--- src/rtl/ps_channel_scheduler.sv ---
// ps_channel_scheduler: round-robin issue of per-channel EEG samples into one shared
// power-spectrum unit, with an in-order tag FIFO that labels each returning result.
module ps_channel_scheduler #(
  parameter int NUM_CH     = 4,
  parameter int DATA_WIDTH = 32,
  parameter int WIN_LEN    = 256,
  parameter int TAG_DEPTH  = 8
) (
  input  logic                         i_clk,
  input  logic                         i_rst_n,
  input  logic                         i_run,
  input  logic [NUM_CH*DATA_WIDTH-1:0] i_ch_din,
  input  logic [NUM_CH-1:0]            i_ch_valid,
  output logic [NUM_CH-1:0]            o_ch_ready,
  output logic [DATA_WIDTH-1:0]        o_ps_din,
  output logic                         o_ps_en,
  input  logic [DATA_WIDTH:0]          i_ps_dout,
  input  logic                         i_ps_data_valid,
  output logic [DATA_WIDTH:0]          o_out_data,
  output logic [$clog2(NUM_CH)-1:0]    o_out_ch,
  output logic                         o_out_last,
  output logic                         o_out_valid,
  output logic                         o_err_tag
);
  localparam int CW = $clog2(NUM_CH);
  localparam int AW = $clog2(TAG_DEPTH);
  localparam int WW = $clog2(WIN_LEN);
  typedef enum logic [1:0] {S_IDLE = 2'd0, S_ISSUE = 2'd1, S_DRAIN = 2'd2} state_t;
  state_t          r_state, w_next;
  logic [1:0]      r_sync;
  logic [CW-1:0]   r_rr, w_g;
  logic [WW-1:0]   r_win_cnt [NUM_CH];
  logic [CW:0]     r_tag_mem [TAG_DEPTH];
  logic [AW-1:0]   r_wr, r_rd;
  logic [AW:0]     r_count;
  logic            w_found, w_full, w_grant, w_pop, w_last;
  // First valid channel at or after the round-robin pointer, wrapping.
  always_comb begin
    w_found = 1'b0;
    w_g     = '0;
    for (int i = 0; i < NUM_CH; i++) begin
      int k;
      k = int'(r_rr) + i;
      if (k >= NUM_CH) k = k - NUM_CH;
      if (!w_found && i_ch_valid[k]) begin
        w_found = 1'b1;
        w_g     = CW'(k);
      end
    end
  end
  assign w_full  = r_count == (AW+1)'(TAG_DEPTH);
  assign w_grant = w_found & i_run & ~w_full & r_sync[1];
  assign w_pop   = i_ps_data_valid & (r_count != '0);
  assign w_last  = r_win_cnt[w_g] == WW'(WIN_LEN-1);
  // Grants wait for two clocks after reset release so issue starts cleanly.
  always_ff @(posedge i_clk or negedge i_rst_n) begin
    if (!i_rst_n) r_sync <= '0;
    else          r_sync <= {r_sync[0], 1'b1};
  end
  always_ff @(posedge i_clk or negedge i_rst_n) begin
    if (!i_rst_n) r_state <= S_IDLE;
    else          r_state <= w_next;
  end
  always_comb begin
    w_next = w_grant ? S_ISSUE : (r_count != '0) ? S_DRAIN : S_IDLE;
  end
  always_comb begin
    o_ch_ready = w_grant ? (NUM_CH'(1) << w_g) : '0;
  end
  always_ff @(posedge i_clk) begin
    if (w_grant) r_tag_mem[r_wr] <= {w_g, w_last};
  end
  always_ff @(posedge i_clk or negedge i_rst_n) begin
    if (!i_rst_n) begin
      r_rr        <= '0;
      r_wr        <= '0;
      r_rd        <= '0;
      r_count     <= '0;
      o_ps_din    <= '0;
      o_ps_en     <= 1'b0;
      o_out_data  <= '0;
      o_out_ch    <= '0;
      o_out_last  <= 1'b0;
      o_out_valid <= 1'b0;
      o_err_tag   <= 1'b0;
      for (int i = 0; i < NUM_CH; i++) r_win_cnt[i] <= '0;
    end else begin
      o_ps_en     <= w_grant;
      o_out_valid <= w_pop;
      r_count     <= r_count + (AW+1)'(w_grant) - (AW+1)'(w_pop);
      if (w_grant) begin
        r_rr           <= (w_g == CW'(NUM_CH-1)) ? '0 : w_g + 1'b1;
        r_wr           <= r_wr + 1'b1;
        o_ps_din       <= i_ch_din[w_g*DATA_WIDTH +: DATA_WIDTH];
        r_win_cnt[w_g] <= w_last ? '0 : r_win_cnt[w_g] + 1'b1;
      end
      if (w_pop) begin
        r_rd                   <= r_rd + 1'b1;
        o_out_data             <= i_ps_dout;
        {o_out_ch, o_out_last} <= r_tag_mem[r_rd];
      end
      if (i_ps_data_valid && r_count == '0) o_err_tag <= 1'b1;
    end
  end
endmodule

--- config.mk ---
export PLATFORM = sky130hd
export DESIGN_NAME = ps_channel_scheduler
export DESIGN_NICKNAME = d
export VERILOG_FILES = /design/src/rtl/ps_channel_scheduler.sv
export SDC_FILE = /design/constraint.sdc
export NUM_CORES = 1
export LEC_CHECK = 0
export ABC_AREA = 1
export ABC_CLOCK_PERIOD_IN_PS = 3100
export CAP_MARGIN = 0
export CELL_PAD_IN_SITES_DETAIL_PLACEMENT = 1
export CELL_PAD_IN_SITES_GLOBAL_PLACEMENT = 1
export CORE_MARGIN = 8
export CORE_UTILIZATION = 33
export DETAILED_ROUTE_END_ITERATION = 7
export GPL_TIMING_DRIVEN = 0
export HOLD_SLACK_MARGIN = 0.02
export PLACE_DENSITY = 0.81
export SLEW_MARGIN = 20
export SYNTH_ARGS = -nofsm -noshare
export SYNTH_HDL_FRONTEND = slang
export SYNTH_SLANG_ARGS = --single-unit
--- constraint.sdc ---
create_clock -name i_clk -period 3.1 [get_ports i_clk]
set_clock_uncertainty 0.1 [all_clocks]
set_input_delay 0.62 -clock i_clk [delete_from_list [all_inputs] [get_ports i_clk]]
set_output_delay 0.62 -clock i_clk [all_outputs]
set_load 0.05 [all_outputs]
==> results.json <==
{
  "status": "finished with violations",
  "violations": "setup timing",
  "core_area_mm2": 0.0218,
  "port_buffers": 243,
  "criticalPathCategory": "register to output port",
  "die_area_mm2": 0.0270,
  "grt_pass1_wl_mm": 43.5,
  "synth_async_sr_flop_share_pct": 83.0,
  "synth.distinct_cells": 36,
  "cts_buffer_depth": 2,
  "layout_commonest_cell": "clkdlybuf4s50_1",
  "relSlewSlack_pct": 60.2,
  "grt_overflow": 0,
  "r2r_slack_ps": 10,
  "hold_viol": 0,
  "drc": 0,
  "period_minus_slack_ps": 3320,
  "worstReg2RegStart": "r_rr[0]$_DFFE_PN0P_",
  "ctsHoldBuffers": 0,
  "final_layout_size_suffix_gt1_share_pct": 15.9,
  "netlist_area_mm2": 0.00727,
  "crit_path_start_kind": "register",
  "layout_common_cells": "clkdlybuf4s50_1, nand2_1, nor2_1",
  "grt_pass1_vias": 8127,
  "grt_start_max_net_pins": 61,
  "ys_seq_area_share_pct": 50.2,
  "period_share_pct": 107,
  "postRouteAntennaNets": 0,
  "crit_chain": "clkinvlp_4 -> nand2_2 -> nand3_4 -> nand2_8 -> nor2_8 -> buf_4 -> nand4_1 -> nand2_4 -> buf_6 -> buf_8 -> ha_4 -> nand2_4 -> clkinvlp_4 -> buf_8",
  "clk_pin_slew_ps": 60,
  "cp.arrival_ps": 2600,
  "initial_core_util_pct": 33.4,
  "hold_ws_ps": 61.2,
  "power_density_mw_per_mm2": 1360,
  "fin_nets": 1370,
  "reg2reg_to": "r_win_cnt[15]$_DFFE_PN0P_",
  "grtUsageTotal_pct": 20.8,
  "synth_edf_count": 24,
  "htree_num_levels": 4,
  "die_w_um": 164,
  "clkLatencyLatePin_ps": 420,
  "crit_slowest_cell": "dfrtp_2",
  "tightest_slew_ps": 596,
  "synth-main-ff-cell": "dfrtp_1",
  "synth_nets": 1060,
  "placed_cell_area_mm2": 0.0101,
  "cts_tree": "built",
  "dp_hpwl_mm": 20.4,
  "setup_violations": 4,
  "reg2regPathDepth": 22,
  "place_congestion": 0.825,
  "synth_seq_cells": 141,
  "worst_slack_ps": -221,
  "area_delta_synth_final_pct": 56.6,
  "drt-total-wl_mm": 28.0,
  "peakVddDrop_v": 0.000823,
  "p_leak_nw": 5.03,
  "io_pins": 244,
  "cts_buffers": 17,
  "vias_per_cell": 4.94,
  "cts_sinks": 141,
  "dr.pass1.iters": 5,
  "antenna_found_initial": 0,
  "slew_violations": 0,
  "postLayoutCellArea_mm2": 0.0114,
  "end_kind": "output port",
  "yosysWarnings": 0,
  "routedWlPerCell_um": 19.0,
  "path_max_fanout": 4,
  "worstHoldPathType": "primary input to async pin",
  "required_ps": 2380,
  "clock.fmax_ghz": 0.301,
  "drt_iter0_markers": 321,
  "num_vias": 7300,
  "slowest_delay_ps": 460,
  "row_count": 54,
  "syn-instance-count": 877,
  "cap_violations": 0,
  "die_y_um": 164,
  "cts_root_buf": "clkbuf_16",
  "rsz0062_at_grt": "true",
  "syn_area_per_cell_um2": 8.29,
  "diodes": 0
}
[flip-flops by register name, summed over array words and instances, names as in the netlist]
name	count
o_err_tag	1
o_out_ch	2
o_out_data	33
o_out_last	1
o_out_valid	1
o_ps_din	32
o_ps_en	1
r_count	4
r_rd	3
r_rr	2
r_sync	2
r_tag_mem	24
r_win_cnt	32
r_wr	3
[cell usage after synthesis (3+ instances only)]
library cell	count	area share, %
buf_2	17	1.2
buf_1	5	0.26
o21ai_1	8	0.55
nand2_2	14	1.2
ha_1	13	2.2
nand3b_1	11	1.1
nor2_1	121	6.2
nand4_1	9	0.77
clkbuf_1	24	1.2
nand2_1	225	12
buf_6	4	0.62
o221ai_1	5	0.60
inv_2	5	0.26
xnor2_1	4	0.48
o21bai_1	33	3.4
xor2_1	3	0.36
a31oi_1	33	2.8
nand2_4	4	0.62
edfxtp_1	24	9.9
dfrtp_1	117	40
o21ai_0	92	6.3
nand3_2	4	0.55
inv_1	51	2.6
nand3_1	37	2.5
[stage by stage]
stage	instances	setup WS [ps]	TNS, ps	power [mW]	utilization, %
CTS	1459	-288	-1110	14.9	51.0
finish	1478	-221	-794	15.5	52.3
global route	1478	-303	-3500	16.6	52.3
detailed placement	1401	-1840	-43240	11.8	46.4
global placement	1400	-3570	-451810	11.5	46.3
floorplan	877	-33.8	-33.8	8.93	-
[worst max-delay path by stage]
stage | startpoint | end | slack (ps)
6_report | r_rr[0]$_DFFE_PN0P_ | o_ch_ready[0] | -220
3_3_place_gp | i_rst_n | o_ps_din[21]$_DFFE_PN0P_ | -3570
2_1_floorplan | i_ch_valid[3] | o_ch_ready[3] | -30
3_5_place_dp | i_ch_valid[0] | o_ch_ready[3] | -1840
4_1_cts | r_rr[0]$_DFFE_PN0P_ | o_ch_ready[1] | -290
5_1_grt | r_rr[0]$_DFFE_PN0P_ | o_ch_ready[1] | -300
[logic make-up after synthesis]
group / Yosys count / share of synthesized area, %
and+or+nand+nor: 431 / 25.8
AOI/OAI and AO/OA: 176 / 14.2
xor gates and xnor gates: 8 / 1.07
DFF: 141 / 50.2
buffers and inverters: 106 / 6.18
adders and majority gates: 14 / 2.51
other: 1 / 0.0516
[critical path: cells and delay by family (launching register included)]
family | cells | cell delay, ps
buffers and inverters | 6 | 880
DFF | 1 | 460
and+or+nand+nor | 7 | 710
adders and majority gates | 1 | 150
[power by group]
part	total [mW]	internal (mW)	switching, mW
Sequential	2.98	2.61	0.369
Clock	1.99	1.23	0.759
Combinational	10.5	3.97	6.54
Total	15.5	7.81	7.67
[metal layers]
layer,GRT usage [%],up-vias,wire [µm]
met5,0,-,0
met1,21.8,3507,10600
li1,-,3498,-
met2,36.9,256,14000
met3,8.25,39,2670
met4,7.78,0,723
[what timing repair did]
action	in CTS	in global routing
setup endpoints to repair	43	37
pin swaps	19	24
gates cloned	1	1
buffers inserted	29	22
gates resized for setup	96	46
[layout make-up]
cell class	count	area [µm²]
clock inverters	8	92.6
repair buffers	295	2870
clock buffers	22	474
fillers	2540	10400
flip-flops and latches	141	3650
well taps	280	350
multi-input cells	630	3430
inverters	56	240
repair inverters	1	7.51
plain buffers	45	259
Note: power is estimated with default switching activity, not from simulation.
==> edit 1: new RTL, config.mk and constraints unchanged <==
`TAG_DEPTH`: 8 -> 16.
--- a/src/rtl/ps_channel_scheduler.sv
+++ b/src/rtl/ps_channel_scheduler.sv
@@ -4,7 +4,7 @@
   parameter int NUM_CH     = 4,
   parameter int DATA_WIDTH = 32,
   parameter int WIN_LEN    = 256,
-  parameter int TAG_DEPTH  = 8
+  parameter int TAG_DEPTH  = 16
 ) (
   input  logic                         i_clk,
   input  logic                         i_rst_n,
Formal check against the unedited RTL: same outputs for any inputs over 4 cycles, from zero or initial values and one cycle with i_rst_n low; that may be too few to reach the edited logic, so the function may still have changed.
==> edit 1 against the original RTL <==
- routed wire length grew 26%
- synthesized area grew 17%
- global-route usage rose by 0.27 points
- total power is 15% higher
- design area grew 14%
- non-clock buffer count is 15 higher
- largest power group unchanged
- sequential share of layout area rose by 2.0 points
- the run still ends with setup timing left
- setup slack worse by 0.099 ns
- sequential cell count grew 27
- critical endpoint is now o_ch_ready[1]
==> edit 1: results (changes against the original RTL) <==
The remaining max-slew budget at the tightest pin is 0.557 (-0.0451). The clock latency on the worst-skew pair came out at 0.44 ns (+0.02 ns). The total placed instance area is 0.0114 mm2 (+13%). The share of the synthesized area in compound gates (AO/OA/AOI/OAI) is 0.133 (-0.00852). The checks that failed: setup timing.

The largest individual stage delay along the critical path comes from the cell sky130_fd_sc_hd__dfrtp_1. The global-route wire length before repair came out at 50.9 mm (+17%). The initial antenna violation count is 2 (+2). The maximum number of pins on one net before global-route repair came to 76 (+25%). The count of cell types in the netlist came out at 35 (-2.8%). The proportion of register bits with asynchronous set or reset after synthesis came to 0.714 (-0.116). The leakage component of the power is 5.63 nW (+12%). The clock-pin transition on the worst setup and hold timing paths came out at about 0.07 ns. After synthesis, the most frequently instantiated cells are 236 x sky130_fd_sc_hd__nand2_1, 144 x sky130_fd_sc_hd__nor2_1, 120 x sky130_fd_sc_hd__dfrtp_1.

The final layout net count is 1496 (+9.2%). The proportion of synthesized chip area in sequential cells is 0.523 (+0.0213). The share of the synthesized netlist area taken by xor and xnor gates came out at 0.0152 (+0.00450). After synthesis, the cell types taking the most area are sky130_fd_sc_hd__dfrtp_1 35%, sky130_fd_sc_hd__edfxtp_1 17%, sky130_fd_sc_hd__nand2_1 10%. The wire length per cell after detailed routing came out at 21.4 um (+13%). The final total negative setup slack came out at -11.28 ns (-10.49 ns). The number of global-route vias before repair is 9275 (+14%). The multiplexer share of the synthesized area is 0 (unchanged). The first-pass iteration count of the detailed router is 4 (-1).

The final count of negative-setup-slack endpoints was 52 (+48). The data arrival at the endpoint of the critical path came out at 2.70 ns (+0.10 ns). The synthesized-area fraction occupied by adder cells is 0.0259 (+0.000795). The total nets after synthesis is 1176 (+11%).

The final critical-path setup slack is -0.319 ns (-0.0986 ns). The run finished, with violations left. The detailed placer's ending HPWL is 23.6 mm (+16%). The final weighted congestion of routability-driven global placement is 0.859 (+4.1%).

The total vias in the final route is 8433 (+16%). The dominant delay contributor by cell family on the critical path is simple AND/OR/NAND/NOR gates. The largest registers in the layout are r_tag_mem (48), o_out_data (33). The share of cells above drive strength 1 is 0.159 (-0.000702). The critical-path maximum fanout came out at 6 (+2). The maximum resistive drop on vdd is 0.710 mV (-14%).

The number of enable flip-flop cells after synthesis is 48 (+100%). The peak per-stage delay on the critical path is 0.41 ns (-0.05 ns).
-- edit 1: stage by stage --
stage / power (mW) / setup WS, ns / cells
global placement: 12.6 / -3.89 / 1563
detailed placement: 13.0 / -1.74 / 1564
floorplan: 9.85 / -0.0745 / 990
global route: 18.8 / -0.375 / 1654
CTS: 16.5 / -0.295 / 1629
finish: 17.8 / -0.319 / 1655
-- edit 1: cell families after synthesis --
family / after synthesis
AO/OA/AOI/OAI: 193
XOR/XNOR: 13
adder cells (fa/ha/maj): 17
buffers and inverters: 124
flip-flops: 168
other: 1
AND/OR/NAND/NOR: 474
-- edit 1: final cells by class --
type	instances	area, um2
fillers	2922	12200
flip-flops and latches	168	4440
multi-input cells	699	3960
repair buffers	306	3040
clock buffers	17	425
well taps	330	413
inverters	69	288
plain buffers	49	279
clock inverters	15	174
diodes	2	5.00
-- edit 1: path summary, 6_finish.rpt --
kind | start | to | slack, ns | cells after the start
setup reg to reg | r_rr[0] | r_win_cnt[11] | -0.29 | 23
setup / recovery | r_rr[0] | o_ch_ready[1] | -0.32 | 15
min in group asynchronous | i_rst_n | o_ps_din[25] | 0.59 | 2
max in group asynchronous | i_rst_n | r_win_cnt[0] | 1.58 | 3
hold reg to reg | r_sync[0] | r_sync[1] | 0.25 | 0
hold / removal | r_sync[0] | r_sync[1] | 0.25 | 0
-- edit 1: routing by layer --
| layer | GRT usage | wire length [um] |
|---|---|---|
| met1 | 0.221 | 13100 |
| met2 | 0.374 | 18000 |
| met3 | 0.0769 | 2960 |
| met4 | 0.0911 | 1280 |
| met5 | 0 | 0 |
-- edit 1: timing repair --
action,in CTS,in global routing
hold buffers,1,0
buffers inserted,29,29
cloned,4,1
endpoints found under the setup margin,70,61
pin swaps,20,37
gates resized for setup,109,73
hold endpoints to repair,41,0
-- edit 1: power breakdown --
part | leakage [nW] | internal, mW | switching, mW | total (mW)
sequential | 1.84 | 3.09 | 0.388 | 3.48
clock | 0.281 | 1.27 | 0.952 | 2.22
combinational | 3.51 | 4.32 | 7.74 | 12.1
==> edit 2: new RTL, same flow settings <==
Without the edit above. Make the reset (`i_rst_n`) synchronous in 3 clocked blocks.
--- a/src/rtl/ps_channel_scheduler.sv
+++ b/src/rtl/ps_channel_scheduler.sv
@@ -53,11 +53,11 @@
   assign w_pop   = i_ps_data_valid & (r_count != '0);
   assign w_last  = r_win_cnt[w_g] == WW'(WIN_LEN-1);
   // Grants wait for two clocks after reset release so issue starts cleanly.
-  always_ff @(posedge i_clk or negedge i_rst_n) begin
+  always_ff @(posedge i_clk) begin
     if (!i_rst_n) r_sync <= '0;
     else          r_sync <= {r_sync[0], 1'b1};
   end
-  always_ff @(posedge i_clk or negedge i_rst_n) begin
+  always_ff @(posedge i_clk) begin
     if (!i_rst_n) r_state <= S_IDLE;
     else          r_state <= w_next;
   end
@@ -70,7 +70,7 @@
   always_ff @(posedge i_clk) begin
     if (w_grant) r_tag_mem[r_wr] <= {w_g, w_last};
   end
-  always_ff @(posedge i_clk or negedge i_rst_n) begin
+  always_ff @(posedge i_clk) begin
     if (!i_rst_n) begin
       r_rr        <= '0;
       r_wr        <= '0;
Function: differs if i_rst_n is asserted again (counterexample within 4 cycles, from zero or initial values and one cycle with i_rst_n low); with i_rst_n held inactive, the same outputs for 4 cycles.
==> edit 2 against the original RTL <==
- the run still ends with setup timing left
- critical endpoint is now r_win_cnt[2][1]
- design area fell by 1.0%
- setup slack improved by 0.18 ns
- routed wire length is 4.6% higher
- sequential cell count unchanged
- highest routed layer is now met5
- synthesized area shrank 1.2%
- final cell count up 0.27%
Power is not compared: it rests on default switching activity, and its combinational part moved more than twofold at a synthesized area within 25%.
==> edit 2: results (changes against the original RTL) <==
The placement-stage worst setup slack came out at -1.69 ns (+0.143 ns). The filler cell count is 2586 (+1.8%). The data arrival at the endpoint of the critical path is 3.20 ns (+0.60 ns). The clock network area share is 0.0502 (+0.000409).

The worst hold-check slack is 0.338 ns (+0.277 ns). The total detailed-routing wirelength is 29.3 mm (+4.6%). The cell family contributing the most delay on the critical path is simple AND/OR/NAND/NOR gates.

The length of routed met3 wiring came out at 2.70 mm (+1.3%). The proportion of register bits with asynchronous set or reset after synthesis came out at 0 (-0.830). The inverter count of the layout excluding clock inverters is 96 (+68%). The met2 track demand over resource came out at 0.366 (-0.00298).

The global-route usage over all layers came to 0.213 (+0.00552). The proportion of synthesized chip area in sequential cells is 0.471 (-0.0308). The peak per-stage delay on the critical path came to 0.33 ns (-0.13 ns).

The count of antenna diodes in the layout is 1 (+1). In this run the worst setup path begins at r_rr[0]. The met2 wire length is 14.4 mm (+2.7%). The detailed placer's ending HPWL is 20.9 mm (+2.7%). The count of cell types in the netlist came out at 39 (+8.3%).

The final weighted congestion of routability-driven global placement is 0.840 (+1.8%). The number of enable flip-flop cells after synthesis is 56 (+130%). The largest individual stage delay along the critical path comes from the cell sky130_fd_sc_hd__dfxtp_2.

The maximum number of pins on one net before global-route repair is 18 (-70%). The critical-path maximum fanout is 7 (+3). The met1 capacity usage during global routing is 0.233 (+0.0152). The Yosys warning count is 0 (unchanged). The starting DRC count in detailed routing is 340 (+5.9%). Yosys attributes the largest share of cell area to sky130_fd_sc_hd__dfxtp_1 24%, sky130_fd_sc_hd__edfxtp_1 23%, sky130_fd_sc_hd__nand2_1 8.5%.

The remaining max-slew budget at the tightest pin is 0.532 (-0.0701). In this run the worst hold path is classified as register to register. The share of cells above drive strength 1 came out at 0.181 (+0.0213). The number of clock buffers in the layout came to 21 (-4.5%). The final layout net count was 1371 (+0.073%).

The final critical-path setup slack is -0.0444 ns (+0.176 ns). The first-pass iteration count of the detailed router is 6 (+1). The final count of negative-setup-slack endpoints is 9 (+5).

The initial antenna violation count is 3 (+3). The global-route wire length before repair came out at 44.0 mm (+1.2%). The most critical setup path has its endpoint at r_win_cnt[2][1].

The count of cells resized by post-cts repair is 120 (+25%). The wire length on met1 came out at 11.6 mm (+9.0%). The count of multi-input combinational gates is 612 (-2.9%).

The fraction of cell area in non-clock buffers came out at 0.265 (-0.0107). The share of the final layout cell area in sequential cells was 0.301 (-0.0200). The checks that failed: setup timing. The flow ran to the end, but the final reports show violations. Counting instances in the post-synthesis netlist gives the leading cell types as 162 x sky130_fd_sc_hd__nand2_1, 157 x sky130_fd_sc_hd__nor2_1, 86 x sky130_fd_sc_hd__inv_1. The multi-input gate share of total cell area is 0.317 (+0.0154). The routing usage on met3 came to 0.0832 (+0.000663). After detailed routing, no signal wire sits above met5. The non-clock buffer count in the final layout was 320 (-5.9%). The total vias in the final route is 7519 (+3.0%). The number of buffers inserted to repair setup after CTS is 25 (-14%). The number of global-route vias before repair is 8154 (+0.33%).
edit 2: cell count changes after synthesis, moves of 32 or more:
cell and change:
sky130_fd_sc_hd__dfrtp_1 -117, sky130_fd_sc_hd__dfxtp_1 +85, sky130_fd_sc_hd__nand2_1 -63, sky130_fd_sc_hd__o211ai_1 +55, sky130_fd_sc_hd__nor2_1 +36, sky130_fd_sc_hd__o21ai_0 -36
sky130_fd_sc_hd__inv_1 +35, sky130_fd_sc_hd__o21bai_1 -33, sky130_fd_sc_hd__a31oi_1 -32, sky130_fd_sc_hd__edfxtp_1 +32
edit 2: cell families after synthesis:
| family | share of synthesized area |
|---|---|
| adder cells (fa/ha/maj) | 0.0254 |
| multiplexers | 0.0112 |
| buffers and inverters | 0.0840 |
| AND/OR/NAND/NOR | 0.279 |
| AO/OA/AOI/OAI | 0.129 |
| flip-flops | 0.471 |
| XOR/XNOR | 0.00122 |
edit 2: per-stage QoR:
step	power, mW	std cells	area, um2	utilization	setup TNS [ns]
global route	8.64	1482	11300	0.521	-3.91
global placement	5.64	1421	10000	0.462	-64.97
detailed placement	5.76	1421	10000	0.462	-77.51
finish	8.22	1482	11300	0.521	-0.151
CTS	8.10	1479	11100	0.513	-0.832
floorplan	4.56	898	7210	-	0
edit 2: where the power goes:
| group | internal (mW) | switching [mW] | leakage (nW) | total [mW] |
|---|---|---|---|---|
| sequential | 2.21 | 0.135 | 1.24 | 2.35 |
| clock | 1.16 | 0.831 | 0.283 | 1.99 |
| combinational | 1.40 | 2.49 | 3.04 | 3.88 |
| total | 4.77 | 3.45 | 4.56 | 8.22 |
